## src/rtl/multdiv_pkg.sv

```systemverilog
// Shared definitions for the multiply/divide unit: FSM states, step counts,
// and the radix-4 Booth recoding used by the multiply datapath.
package multdiv_pkg;

  typedef enum logic [1:0] {
    ST_IDLE = 2'd0,
    ST_MUL  = 2'd1,
    ST_DIV  = 2'd2,
    ST_DONE = 2'd3
  } state_e;

  localparam int MUL_STEPS = 16;
  localparam int DIV_STEPS = 32;

  // Booth digit as {zero, two, neg}: selects 0, M or 2M, optionally negated.
  typedef struct packed {
    logic zero;
    logic two;
    logic neg;
  } booth_t;

  localparam booth_t BOOTH_ZERO = 3'b100;
  localparam booth_t BOOTH_POS1 = 3'b000;
  localparam booth_t BOOTH_POS2 = 3'b010;
  localparam booth_t BOOTH_NEG1 = 3'b001;
  localparam booth_t BOOTH_NEG2 = 3'b011;

  function automatic booth_t booth_recode(input logic [2:0] bits);
    booth_t r;
    case (bits)
      3'b000, 3'b111: r = BOOTH_ZERO;
      3'b001, 3'b010: r = BOOTH_POS1;
      3'b011:         r = BOOTH_POS2;
      3'b100:         r = BOOTH_NEG2;
      3'b101, 3'b110: r = BOOTH_NEG1;
      default:        r = BOOTH_ZERO;
    endcase
    return r;
  endfunction

  // Unsigned magnitude; 0x80000000 maps to itself, which is correct unsigned.
  function automatic logic [31:0] mag32(input logic [31:0] x);
    logic [31:0] r;
    if (x[31]) begin
      r = ~x + 32'd1;
    end else begin
      r = x;
    end
    return r;
  endfunction

endpackage

```

## src/rtl/multdiv_addsub_34.sv

```systemverilog
// 34-bit adder/subtractor shared by the Booth multiply and the
// non-restoring divide datapaths.
module addsub_34 (
  input  logic [33:0] a_i,
  input  logic [33:0] b_i,
  input  logic        sub_i,
  output logic [33:0] sum_o
);

  assign sum_o = a_i + (b_i ^ {34{sub_i}}) + {33'd0, sub_i};

endmodule

```

## src/rtl/multdiv.sv

```systemverilog
// Multicycle signed 32-bit multiply (radix-4 Booth, 16 steps) and divide
// (non-restoring on magnitudes, 32 steps plus fixup) with a one-cycle ready pulse.
module multdiv
  import multdiv_pkg::*;
(
  input  logic        clock,
  input  logic        reset,
  input  logic        ctrl_MULT,
  input  logic        ctrl_DIV,
  input  logic [31:0] data_operandA,
  input  logic [31:0] data_operandB,
  output logic [31:0] data_result,
  output logic        data_exception,
  output logic        data_resultRDY
);

  state_e      state_q;
  logic [4:0]  step_q;
  logic [33:0] acc_q;
  logic [31:0] q_q;
  logic        qm1_q;
  logic [32:0] m_q;
  logic        neg_q;
  logic        dbz_q;
  logic        fix_q;
  logic [31:0] result_q;
  logic        exc_q;
  logic        rdy_q;

  logic [33:0] acc_d;
  logic [31:0] q_d;
  logic        qm1_d;

  logic [33:0] add_a_s;
  logic [33:0] add_b_s;
  logic        add_sub_s;
  logic [33:0] sum_s;

  booth_t      bth_s;
  logic [63:0] product_s;
  logic        mul_exc_s;
  logic [31:0] quot_s;
  logic [31:0] div_res_s;
  logic        div_exc_s;

  assign bth_s = booth_recode({q_q[1:0], qm1_q});

  addsub_34 u_addsub (
    .a_i   (add_a_s),
    .b_i   (add_b_s),
    .sub_i (add_sub_s),
    .sum_o (sum_s)
  );

  // In DIV, m_q holds |B| zero-extended; in MUL it holds A sign-extended.
  always_comb begin
    add_a_s   = acc_q;
    add_b_s   = 34'd0;
    add_sub_s = 1'b0;
    case (state_q)
      ST_MUL: begin
        if (bth_s.zero) begin
          add_b_s = 34'd0;
        end else if (bth_s.two) begin
          add_b_s = {m_q, 1'b0};
        end else begin
          add_b_s = {m_q[32], m_q};
        end
        add_sub_s = bth_s.neg;
      end
      ST_DIV: begin
        add_b_s = {1'b0, m_q};
        if (fix_q) begin
          add_a_s   = acc_q;
          add_sub_s = 1'b0;
        end else begin
          add_a_s   = {acc_q[32:0], q_q[31]};
          add_sub_s = ~acc_q[33];
        end
      end
      default: begin
        add_a_s = acc_q;
      end
    endcase
  end

  always_comb begin
    acc_d = acc_q;
    q_d   = q_q;
    qm1_d = qm1_q;
    case (state_q)
      ST_MUL: begin
        acc_d = {{2{sum_s[33]}}, sum_s[33:2]};
        q_d   = {sum_s[1:0], q_q[31:2]};
        qm1_d = q_q[1];
      end
      ST_DIV: begin
        if (fix_q) begin
          acc_d = acc_q[33] ? sum_s : acc_q;
        end else begin
          acc_d = sum_s;
          q_d   = {q_q[30:0], ~sum_s[33]};
        end
      end
      default: begin
        acc_d = acc_q;
      end
    endcase
  end

  assign product_s = {acc_d[31:0], q_d};
  assign mul_exc_s = ~((&product_s[63:31]) | ~(|product_s[63:31]));

  // A positive quotient magnitude with bit 31 set only arises from 0x80000000 / -1.
  always_comb begin
    quot_s = neg_q ? (~q_q + 32'd1) : q_q;
    if (dbz_q) begin
      div_res_s = 32'd0;
      div_exc_s = 1'b1;
    end else begin
      div_res_s = quot_s;
      div_exc_s = q_q[31] & ~neg_q;
    end
  end

  always_ff @(posedge clock) begin
    if (reset) begin
      state_q  <= ST_IDLE;
      step_q   <= 5'd0;
      acc_q    <= 34'd0;
      q_q      <= 32'd0;
      qm1_q    <= 1'b0;
      m_q      <= 33'd0;
      neg_q    <= 1'b0;
      dbz_q    <= 1'b0;
      fix_q    <= 1'b0;
      result_q <= 32'd0;
      exc_q    <= 1'b0;
      rdy_q    <= 1'b0;
    end else if (ctrl_MULT) begin
      state_q <= ST_MUL;
      step_q  <= 5'd0;
      acc_q   <= 34'd0;
      q_q     <= data_operandB;
      qm1_q   <= 1'b0;
      m_q     <= {data_operandA[31], data_operandA};
      neg_q   <= 1'b0;
      dbz_q   <= 1'b0;
      fix_q   <= 1'b0;
      rdy_q   <= 1'b0;
    end else if (ctrl_DIV) begin
      state_q <= ST_DIV;
      step_q  <= 5'd0;
      acc_q   <= 34'd0;
      q_q     <= mag32(data_operandA);
      qm1_q   <= 1'b0;
      m_q     <= {1'b0, mag32(data_operandB)};
      neg_q   <= data_operandA[31] ^ data_operandB[31];
      dbz_q   <= (data_operandB == 32'd0);
      fix_q   <= 1'b0;
      rdy_q   <= 1'b0;
    end else begin
      case (state_q)
        ST_MUL: begin
          acc_q  <= acc_d;
          q_q    <= q_d;
          qm1_q  <= qm1_d;
          step_q <= step_q + 5'd1;
          if (step_q == 5'(MUL_STEPS - 1)) begin
            state_q  <= ST_DONE;
            result_q <= product_s[31:0];
            exc_q    <= mul_exc_s;
            rdy_q    <= 1'b1;
          end
        end
        ST_DIV: begin
          acc_q <= acc_d;
          q_q   <= q_d;
          if (fix_q) begin
            state_q  <= ST_DONE;
            fix_q    <= 1'b0;
            result_q <= div_res_s;
            exc_q    <= div_exc_s;
            rdy_q    <= 1'b1;
          end else begin
            step_q <= step_q + 5'd1;
            if (step_q == 5'(DIV_STEPS - 1)) begin
              fix_q <= 1'b1;
            end
          end
        end
        ST_DONE: begin
          state_q <= ST_IDLE;
          rdy_q   <= 1'b0;
        end
        default: begin
          state_q <= ST_IDLE;
          rdy_q   <= 1'b0;
        end
      endcase
    end
  end

  assign data_result    = result_q;
  assign data_exception = exc_q;
  assign data_resultRDY = rdy_q;

endmodule

```

## config.mk

```make
export PLATFORM = sky130hd
export DESIGN_NAME = multdiv
export DESIGN_NICKNAME = d
export VERILOG_FILES = /design/src/rtl/multdiv_pkg.sv /design/src/rtl/multdiv_addsub_34.sv /design/src/rtl/multdiv.sv
export SDC_FILE = /design/constraint.sdc
export NUM_CORES = 1
export LEC_CHECK = 0
export CAP_MARGIN = 20
export CORE_ASPECT_RATIO = 2
export CORE_MARGIN = 1.5
export CORE_UTILIZATION = 65
export CTS_BUF_LIST = sky130_fd_sc_hd__clkbuf_16
export DETAILED_ROUTE_END_ITERATION = 8
export GPL_TIMING_DRIVEN = 0
export PLACE_DENSITY = 0.95
export SETUP_SLACK_MARGIN = 0.02
export SYNTH_ARGS = -nofsm -noshare
export SYNTH_HDL_FRONTEND = slang
export SYNTH_SLANG_ARGS = --single-unit
```

## constraint.sdc

```tcl
create_clock -name clock -period 7.5 [get_ports clock]
set_input_delay 1.125 -clock clock [delete_from_list [all_inputs] [get_ports clock]]
set_output_delay 1.125 -clock clock [all_outputs]
set_load 0.02 [all_outputs]
```

==> results.cfg, run 1 <==
[global_routing]
grt_pass1_wl_mm = 104
grtUsageTotal = 0.680
grt_pass1_vias = 16800
grt_max_degree = 17
overflow = 147

[synth]
seq_area_frac_synth = 0.231
yosys-top-cells-area = dfxtp_1 (23%), nor2_1 (8.3%), xor2_1 (8.2%)
syn_nets = 1886
synth_top_area_share = 0.231
ys.flop_type = dfxtp_1
synthCells = 1777
yosysTopAreaCell = dfxtp_1
ys_warn_count = 0
synth_cell_types = 73
async_reset_ff_frac = 0
avgSynthCellArea_um2 = 7.03
ys_ff_latch = 144
syn-cell-area_mm2 = 0.0125
synth_edf_count = 0

[clocking]
post_cts_resize_count = 0
cts_hold_buf = 0
cts.htree.levels = 4
clock_sinks = 144
postCtsSetupBuffers = 0
cts_buffers = 17
cts.path.max_buffers = 2
clockRootBuffer = clkbuf_16

[placement]
post-dp-hpwl_mm = 44.4
port_buffers = 99
place_congestion = 1.42

[floorplanning]
die_h_um = 199
ios = 102
initial_core_util = 0.663
num_rows = 71
die_x_um = 101

[status]
stop_error = [ERROR GRT-0116] Global routing finished with congestion. Check the congestion regions in the DRC Viewer.
status = stopped before the end
lastStage = global routing (5_1_grt)
-- metrics by stage --
step                instance area (um^2)  setup slack, ns  hold slack, ns  instances  utilization
global placement                   13800            0.625           0.473       2131        0.733
CTS                                14400            0.520           0.504       2163        0.764
floorplan                          12500             2.42           0.471       1777            -
detailed placement                 13800            0.558           0.494       2131        0.733
-- cells by family after synthesis --
logic type,count (synthesis),synth area share
compound gates,557,0.299
xor+xnor,151,0.106
fa+ha+maj,42,0.0425
buf+inv,176,0.0551
flops,144,0.231
mux,17,0.0139
simple gates,690,0.253
-- cells in the mapped netlist (12+ instances only) --
| cell | n |
|---|---|
| nand4_1 | 18 |
| nor2_1 | 275 |
| xnor2_1 | 34 |
| nand2b_1 | 12 |
| nand2_1 | 208 |
| a21oi_1 | 138 |
| a21o_1 | 13 |
| o31ai_1 | 27 |
| nor2b_1 | 15 |
| o221ai_1 | 26 |
| nand3_1 | 17 |
| o21ai_0 | 100 |
| or3_1 | 20 |
| clkbuf_1 | 132 |
| a211oi_1 | 67 |
| or4_1 | 18 |
| xor2_1 | 117 |
| and2_1 | 29 |
| dfxtp_1 | 144 |
| inv_1 | 25 |
| nor3_1 | 29 |
| ha_1 | 40 |
| mux2i_1 | 14 |
| a221oi_1 | 28 |
| a22oi_1 | 65 |
-- metal layers --
metal,track usage,GRT overflow
met3,0.470,2
met2,0.934,91
met4,0.730,54
met5,0.0875,0
met1,0.617,0
==> inputs of run 2 (changes only) <==
CORE_ASPECT_RATIO = not set   (was 2)
CORE_UTILIZATION = 40   (was 65)
CTS_BUF_LIST = not set   (was sky130_fd_sc_hd__clkbuf_16)
PLACE_DENSITY = not set   (was 0.95)
PLACE_DENSITY_LB_ADDON = 0.15   (was not set)
SETUP_SLACK_MARGIN = not set   (was 0.02)
==> run 2 against run 1 <==
- the flow now finishes without violations
- synthesized area is the same
- synthesized cell count did not move
==> results.cfg, run 2 <==
[placement]
place_congestion = 0.986
post-dp-hpwl_mm = 41.0
port_buffers = 99
place_ws_ns = 0.487

[setup_path]
crit_type = register to register
crit_family = buffers and inverters
cpPeakStageDelay_ns = 0.80
worstPathArrival_ns = 7.53
startpoint_type = register
cp.required_ns = 7.80
path_cells = inv_1 -> ha_1 -> clkbuf_1 -> buf_1 -> buf_1 -> clkbuf_1 -> nor2_1 -> ha_1 -> clkbuf_1 -> nand2_1 -> o21a_1 -> a211oi_1 -> nand2_1 -> o31ai_1 -> xnor2_1 -> o21ai_0 -> or3_1 -> nor4_1 -> nand4_1 -> o21ai_0 -> a21oi_1
crit_slowest_cell = a211oi_1
cp_num_buf_inv = 6
cp_common_cell = clkbuf_1
cp_max_fo = 10
crit_cells = 21
critPathCaptureType = register
r2r_cells = 21

[clocking]
cts_tree = yes
clockRootBuffer = clkbuf_16
postCtsSetupBuffers = 0
clock_sinks = 144
cts_hold_buf = 0
clk_latency_ns = 0.44
cts.htree.levels = 4
cts_buffers = 17
path_clk_slew_ns = 0.07
cts.path.max_buffers = 2
post_cts_resize_count = 0

[layout]
area.growth.synth_to_final_pct = 16.6
final_cell_mix = nor2_1 (275), nand2_1 (208), dfxtp_1 (144), a21oi_1 (138), clkbuf_1 (132)
largest_reg_flops = 34
drive_gt1_frac = 0.0309
antenna_cells = 0
nets = 2005
top_regs = acc_q (34), m_q (33)
final_common_cell = nor2_1
top_register = acc_q

[global_routing]
grtUsageTotal = 0.309
antenna_found_initial = 0
overflow = 0
grt_pass1_wl_mm = 78.7
grt_pass1_vias = 13600
grt_max_degree = 17

[synth]
ys.flop_type = dfxtp_1
synth_cell_types = 73
syn_nets = 1886
ys_warn_count = 0
avgSynthCellArea_um2 = 7.03
ys_ff_latch = 144
syn-cell-area_mm2 = 0.0125
seq_area_frac_synth = 0.231
synthXorXnorAreaFrac = 0.106
synth_edf_count = 0
synth_top_family_by_area = compound AO/OA/AOI/OAI gates
yosysTopAreaCell = dfxtp_1
yosys-top-cells-area = dfxtp_1 (23%), nor2_1 (8.3%), xor2_1 (8.2%)
synth_fa_ha_area_frac = 0.0425
synthSimpleGateAreaFrac = 0.253
synthMuxAreaShare = 0.0139
async_reset_ff_frac = 0
synthCells = 1777
yosysMostFrequentCell = nor2_1
synth_compound_area_frac = 0.299
synth_top_area_share = 0.231
synthTopCellsByCount = nor2_1 (275), nand2_1 (208), dfxtp_1 (144)

[timing]
finalCritPeriodShare = 0.963
hold_ws_ns = 0.501
hold_viol = 0
fmax_ghz = 0.138
relSlewSlack = 0.363
period_minus_slack_ns = 7.22
tns_ns = 0
fin_skew_ns = 0.0119
finalMaxSlewViolations = 0
setup_ws_ns = 0.276
setup_viol = 0
worstMarginPinSlew_ns = 0.956
grt_setup_unrepaired = false

[detailed_routing]
final_antenna_net_count = 0
wl_mm = 51.5
routedWlPerCell_um = 22.3
first_iter_violations = 1437
drt-pass1-iter-count = 6
viasPerCell = 6.21
drcViolationCount = 0
vias = 14300

[status]
status = finished clean

[floorplanning]
initial_core_util = 0.407
ios = 102
dieArea_mm2 = 0.0323
core_area_mm2 = 0.0307
num_rows = 64
die_x_um = 180
die_h_um = 180

[worst_hold_path]
hold_path.class = register to register
hold_depth = 2

[power_and_ir_drop]
powerDensity_mw_per_mm2 = 161
irDropWorstVdd_v = 0.000119
power_leakage_nw = 5.22

[job]
cap_violations = 0
==> run 2: cell counts after synthesis <==
No cell type changed its count.
==> run 2: cell type report <==
cell class	instances	area, um^2
Clock buffer	18	439
Fill cell	3234	16100
Clock inverter	14	144
Buffer	151	594
Timing Repair Buffer	100	998
Sequential cell	144	2880
Multi-Input combinational cell	1457	8920
Tap cell	396	495
Inverter	25	93.8
==> run 2: stage by stage <==
stage / cells / cell area, um^2 / utilization / total power [W]
after floorplan: 1777 / 12500 / - / 0.00123
after global placement: 2272 / 14000 / 0.456 / 0.00148
after detailed placement: 2272 / 14000 / 0.456 / 0.00148
after CTS: 2304 / 14600 / 0.475 / 0.00233
after global routing: 2305 / 14600 / 0.475 / 0.00243
final: 2305 / 14600 / 0.475 / 0.00234
==> run 2: worst min-delay path, cell delays in order, from the launching register on <==
cell     delay (ns)
dfxtp_1        0.32
o21ai_0        0.08
a21oi_1        0.06
==> run 2: cells by family (layout without fill, tap and decap cells) <==
logic type	Yosys count	in the layout
AND/OR/NAND/NOR	690	690
multiplexers	17	17
XOR/XNOR	151	151
AO/OA/AOI/OAI	557	557
buffers and inverters	176	308
flip-flops	144	144
adder cells (fa/ha/maj)	42	42
==> run 2: path summary, 6_finish.rpt <==
check	from	to	slack, ns
max reg2reg	state_q[0]$_SDFFE_PP0P_	data_exception$_SDFFE_PP0P_	0.28
min reg2reg	data_resultRDY$_SDFFE_PP0P_	data_resultRDY$_SDFFE_PP0P_	0.50
min	data_resultRDY$_SDFFE_PP0P_	data_resultRDY$_SDFFE_PP0P_	0.50
max	state_q[0]$_SDFFE_PP0P_	data_exception$_SDFFE_PP0P_	0.28
==> run 2: metal layers <==
metal | vias up | global-route usage | part of all wire
met5 | - | 0 | 0
met4 | 0 | 0.135 | 0.044
met3 | 132 | 0.0413 | 0.075
met2 | 700 | 0.508 | 0.46
met1 | 6805 | 0.404 | 0.42
li1 | 6680 | - | -
==> run 2: report_power, final <==
group          switching, W  internal, W
Sequential        0.0000388     0.000802
Combinational      0.000428     0.000218
Clock              0.000400     0.000451
No activity file was read; power rests on OpenSTA's default activity.
